File: config.mk
export PLATFORM = sky130hd
export DESIGN_NAME = data_array_ctrl
export DESIGN_NICKNAME = d
export VERILOG_FILES = /design/src/rtl/data_array_ctrl.sv
export SDC_FILE = /design/constraint.sdc
export NUM_CORES = 1
export LEC_CHECK = 0
export ABC_AREA = 1
export BUFFER_PORTS_ARGS = -buffer_cell sky130_fd_sc_hd__buf_2
export CAP_MARGIN = 10
export CORE_AREA = 3 3 120 168
export CTS_CLUSTER_SIZE = 16
export DETAILED_ROUTE_END_ITERATION = 10
export DIE_AREA = 0 0 123 171
export GPL_TIMING_DRIVEN = 0
export REMOVE_ABC_BUFFERS = 1
export SLEW_MARGIN = 20
export SYNTH_ARGS = -nofsm -noshare
export SYNTH_HDL_FRONTEND = slang
export SYNTH_SLANG_ARGS = --single-unit
File: constraint.sdc
create_clock -name clk -period 2.3 [get_ports clk]
set_input_delay 0.23 -clock clk [delete_from_list [all_inputs] [get_ports clk]]
set_output_delay 0.23 -clock clk [all_outputs]
set_load 0.01 [all_outputs]
File: src/rtl/data_array_ctrl.sv
// Requester-side controller for the single-port data array: issues accesses from a
// valid/ready request stream and returns in-order responses through a credit-guarded FIFO.
module data_array_ctrl #(
    parameter int ADDR_W    = 10,
    parameter int DATA_W    = 32,
    parameter int RSP_DEPTH = 4
) (
    input  logic              clk,
    input  logic              rst_n,
    input  logic              req_valid,
    output logic              req_ready,
    input  logic              req_write,
    input  logic [ADDR_W-1:0] req_addr,
    input  logic [DATA_W-1:0] req_wdata,
    input  logic              req_wmask,
    output logic              rsp_valid,
    input  logic              rsp_ready,
    output logic              rsp_write,
    output logic [DATA_W-1:0] rsp_rdata,
    output logic              arr_en,
    output logic [ADDR_W-1:0] arr_addr,
    output logic [DATA_W-1:0] arr_wdata,
    output logic              arr_wmode,
    output logic              arr_wmask,
    input  logic [DATA_W-1:0] arr_rdata,
    output logic              busy
);
    localparam int PTR_W = (RSP_DEPTH > 1) ? $clog2(RSP_DEPTH) : 1;
    localparam int CNT_W = $clog2(RSP_DEPTH + 1);
    localparam logic [PTR_W-1:0] LAST_PTR  = PTR_W'(RSP_DEPTH - 1);
    localparam logic [CNT_W:0]   DEPTH_OCC = (CNT_W + 1)'(RSP_DEPTH);

    logic              ready_en_r;
    logic              s1_valid_r;
    logic              s1_write_r;
    logic [PTR_W-1:0]  wr_ptr_r;
    logic [PTR_W-1:0]  rd_ptr_r;
    logic [CNT_W-1:0]  count_r;
    logic              fifo_write_r [RSP_DEPTH];
    logic [DATA_W-1:0] fifo_rdata_r [RSP_DEPTH];
    logic [CNT_W:0]    occupancy_s;
    logic              handshake_s;
    logic              push_s;
    logic              pop_s;
    logic [DATA_W-1:0] capture_data_s;

    function automatic logic [PTR_W-1:0] ptr_inc(input logic [PTR_W-1:0] ptr);
        return (ptr == LAST_PTR) ? {PTR_W{1'b0}} : ptr + PTR_W'(1);
    endfunction

    // Credit check, issue decode and FIFO head presentation
    always_comb begin
        // Every request in S1 or the FIFO already owns a slot, so credit depends on registers only
        occupancy_s    = {{CNT_W{1'b0}}, s1_valid_r} + {1'b0, count_r};
        req_ready      = ready_en_r & (occupancy_s < DEPTH_OCC);
        handshake_s    = req_valid & req_ready;
        push_s         = s1_valid_r;
        rsp_valid      = (count_r != {CNT_W{1'b0}});
        pop_s          = rsp_valid & rsp_ready;
        capture_data_s = s1_write_r ? {DATA_W{1'b0}} : arr_rdata;
        busy           = s1_valid_r | rsp_valid;
        arr_en         = handshake_s;
        arr_addr       = req_addr;
        arr_wdata      = req_wdata;
        arr_wmode      = req_write;
        arr_wmask      = req_wmask;
        rsp_write      = fifo_write_r[rd_ptr_r];
        rsp_rdata      = fifo_rdata_r[rd_ptr_r];
    end

    // Holds off acceptance until the first edge after reset release
    always_ff @(posedge clk or negedge rst_n) begin
        if (!rst_n) begin
            ready_en_r <= 1'b0;
        end else begin
            ready_en_r <= 1'b1;
        end
    end

    // S1: marks the cycle in which the array returns data for the issued access
    always_ff @(posedge clk or negedge rst_n) begin
        if (!rst_n) begin
            s1_valid_r <= 1'b0;
            s1_write_r <= 1'b0;
        end else begin
            s1_valid_r <= handshake_s;
            s1_write_r <= handshake_s ? req_write : s1_write_r;
        end
    end

    // Response FIFO pointers and occupancy
    always_ff @(posedge clk or negedge rst_n) begin
        if (!rst_n) begin
            wr_ptr_r <= {PTR_W{1'b0}};
            rd_ptr_r <= {PTR_W{1'b0}};
            count_r  <= {CNT_W{1'b0}};
        end else begin
            if (push_s) begin
                wr_ptr_r <= ptr_inc(wr_ptr_r);
            end
            if (pop_s) begin
                rd_ptr_r <= ptr_inc(rd_ptr_r);
            end
            case ({push_s, pop_s})
                2'b10:   count_r <= count_r + CNT_W'(1);
                2'b01:   count_r <= count_r - CNT_W'(1);
                default: count_r <= count_r;
            endcase
        end
    end

    // Response FIFO storage; arr_rdata is only meaningful in the S1 cycle
    always_ff @(posedge clk or negedge rst_n) begin
        if (!rst_n) begin
            for (int i = 0; i < RSP_DEPTH; i++) begin
                fifo_write_r[i] <= 1'b0;
                fifo_rdata_r[i] <= {DATA_W{1'b0}};
            end
        end else if (push_s) begin
            fifo_write_r[wr_ptr_r] <= s1_write_r;
            fifo_rdata_r[wr_ptr_r] <= capture_data_s;
        end
    end

endmodule

==> flow_summary.ini <==
[status]
status = finished clean

[clock_network]
cts_tree = built
cts_buffers = 17
cts.sinks = 142
post_cts_resized = 0
cts_root_buf = clkbuf_16
insertion_delay_ns = 0.42
path_clk_slew_ns = 0.06
cts_buffer_depth = 2
htreeDepth = 4

[synth]
yosysMostFrequentCell = nand2_1
ys_ff_latch = 142
syn_avg_cell_area_um2 = 7.86
yosysTopAreaCellShare = 0.491
ys.flop_type = dfrtp_1
synthesis.area_um2 = 7240
synth_cell_type_count = 22
seq_area_frac_synth = 0.491
yosysTopAreaCell = dfrtp_1
synth_commonest_cells = nand2_1, dfrtp_1, inv_1, o21ai_0, buf_4
synth_edf_count = 0
async_reset_ff_frac = 1.00
synth_area_leaders = dfrtp_1, nand2_1, buf_4
netlist_instances = 920
yosys_warnings = 0

[sta]
whs_ns = 0.0747
fin_ws_ns = 0.134
max_freq_mhz = 462
final-setup-viol-count = 0
fin_crit_ns = 2.17
slew_headroom = 0.502
fin_crit_sh = 0.942
tightest_slew_ns = 0.745
maxSlewViolCount = 0
setup-tns-final_ns = 0
hold_viol_final = 0
grt_setup_unrepaired = no
fin_skew_ns = 0.0105

[worst_setup_path]
path_class = reg2out
cpPeakStageDelay_ns = 0.74
cp_top_family = flip-flops
cpMaxStageDelayCell = dfrtp_4
start_kind = flip-flop
critPathBufInv = 2
endpoint_kind = output pin
arrival_ns = 1.94
cp.required_ns = 2.07
crit_chain = buf_16, nand2_1, o211ai_1, nand2_1, buf_2
critPathMostFrequentCell = nand2_1
crit_fanout = 64

[job]
drv_cap = 0

[drt]
dr_total_vias = 5710
antenna_left = 0
drtPass1Iterations = 4
drcViolationCount = 0
drt_iter0_drc = 269
viasPerCell = 4.83
post_drt_wl_per_cell_um = 15.3
wl_um = 18100

[die]
io_pins = 161
die_area_um2 = 21000
rows = 59
initial_core_util = 0.387
die_x_um = 123
die_h_um = 171
coreArea_um2 = 18700

[pwr]
seqPwrFrac = 0.378
fin_total_pwr_w = 0.0116
clkPwrFrac = 0.224
peakVddDrop_v = 0.000974
p_sw_frac = 0.396
leakage_nw = 4.11
intPower_w = 0.00699
switchingPower_w = 0.00457
p_comb_frac = 0.398
powerDensity_nw_per_um2 = 1460

[place]
place_congestion = 0.729
place.port_buffers = 74
dpl.cell_count = 1147
dp_hpwl_um = 11000
pre_cts_ws_ns = 0.278

[global_routing]
overflow = 0
gr-usage-all-layers = 0.182
grt_max_degree = 91
grt_pass1_vias = 5565
antenna_found_initial = 1
grt_pass1_wl_um = 29500

[final_layout]
final_cells = 1181
syn_to_final_growth_pct = 9.58
finalNetCount = 1011
insertedDiodeCount = 0
drive_above_1_share = 0.129
fillers = 1903

[worst_hold_path]
worstHoldPathType = in2reg
## logic make-up after synthesis
group                    Yosys count  synth area share
other                              1          0.000518
AO/OA/AOI/OAI                    171             0.130
AND/OR/NAND/NOR                  387             0.207
flip-flops                       142             0.491
XOR/XNOR                           1           0.00121
adder cells (fa/ha/maj)            7            0.0131
buffers and inverters            211             0.157
## routing by layer
layer,wire length [um],track usage,up-vias
met1,8290,0.242,2694
met4,397,0.0646,6
li1,-,-,2815
met2,7930,0.267,166
met3,1380,0.0701,29
met5,119,0.0409,-
## metrics by stage
step                area, um^2   util
floorplan                 6540      -
global placement          7220  0.386
detailed placement        7340  0.393
CTS                       7930  0.425
global route              7930  0.425
finish                    7930  0.425
## power by group through the flow
stage          combinational, W  sequential, W  clock (W)
2_1_floorplan           0.00283        0.00444          0
3_3_place_gp            0.00389        0.00472          0
3_5_place_dp            0.00452        0.00449          0
4_1_cts                 0.00469        0.00439    0.00266
5_1_grt                 0.00531        0.00454    0.00277
6_report                0.00460        0.00438    0.00259
## cell type report
class,count,area (um^2),area share
inverters,116,440,0.0555
flip-flops and latches,142,3560,0.449
well taps,244,305,0.0385
clock inverters,12,113,0.0142
clock buffers,20,447,0.0563
repair buffers,80,513,0.0647
multi-input cells,567,2550,0.321
## final timing paths
path	cells past startpoint	slack [ns]	start	to
max	5	0.13	rd_ptr_r[0]	rsp_rdata[5]
min	3	0.07	rsp_ready	rd_ptr_r[0]
max reg2reg	6	0.29	wr_ptr_r[0]	fifo_rdata_r[33]
min reg2reg	2	0.47	fifo_rdata_r[96]	fifo_rdata_r[96]
max in group asynchronous	3	1.18	rst_n	fifo_rdata_r[36]
min in group asynchronous	2	0.32	rst_n	fifo_rdata_r[28]
## cells in the final DEF (no fill, tap or decap), types with 2 or more instances in the layout
cell type     n
nand2_1     340
dfrtp_1     139
inv_1       112
buf_2        73
o21ai_0      66
o21ai_1      38
a21oi_1      34
nor2_1       34
o211ai_1     32
clkbuf_16    17
nand3_1       6
ha_1          6
clkinvlp_4    5
nand2_4       4
nand4_1       3
buf_16        3
inv_4         2
inv_2         2
clkinv_4      2
clkbuf_1      2
clkinv_2      2
inv_6         2
buf_12        2
dfrtp_4       2
## registers in the layout, indices dropped and copies added (netlist names)
signal,count
fifo_rdata_r,128
fifo_write_r,4
count_r,3
rd_ptr_r,2
wr_ptr_r,2
push_s,1
ready_en_r,1
s1_write_r,1
## worst register-to-register path, cell delays in order (launching register included)
cell	delay, ns
dfrtp_1	0.40
inv_1	0.13
ha_1	0.21
nand2_4	0.30
inv_2	0.69
nand2_1	0.15
nand2_1	0.08
## what timing repair did
action | in CTS | in global routing
hold buffers | 1 | 0
hold endpoints to repair | 52 | 0
setup endpoints to repair | 16 | 0
buffers inserted | 1 | 0
Power figures use the tool's default switching activity.
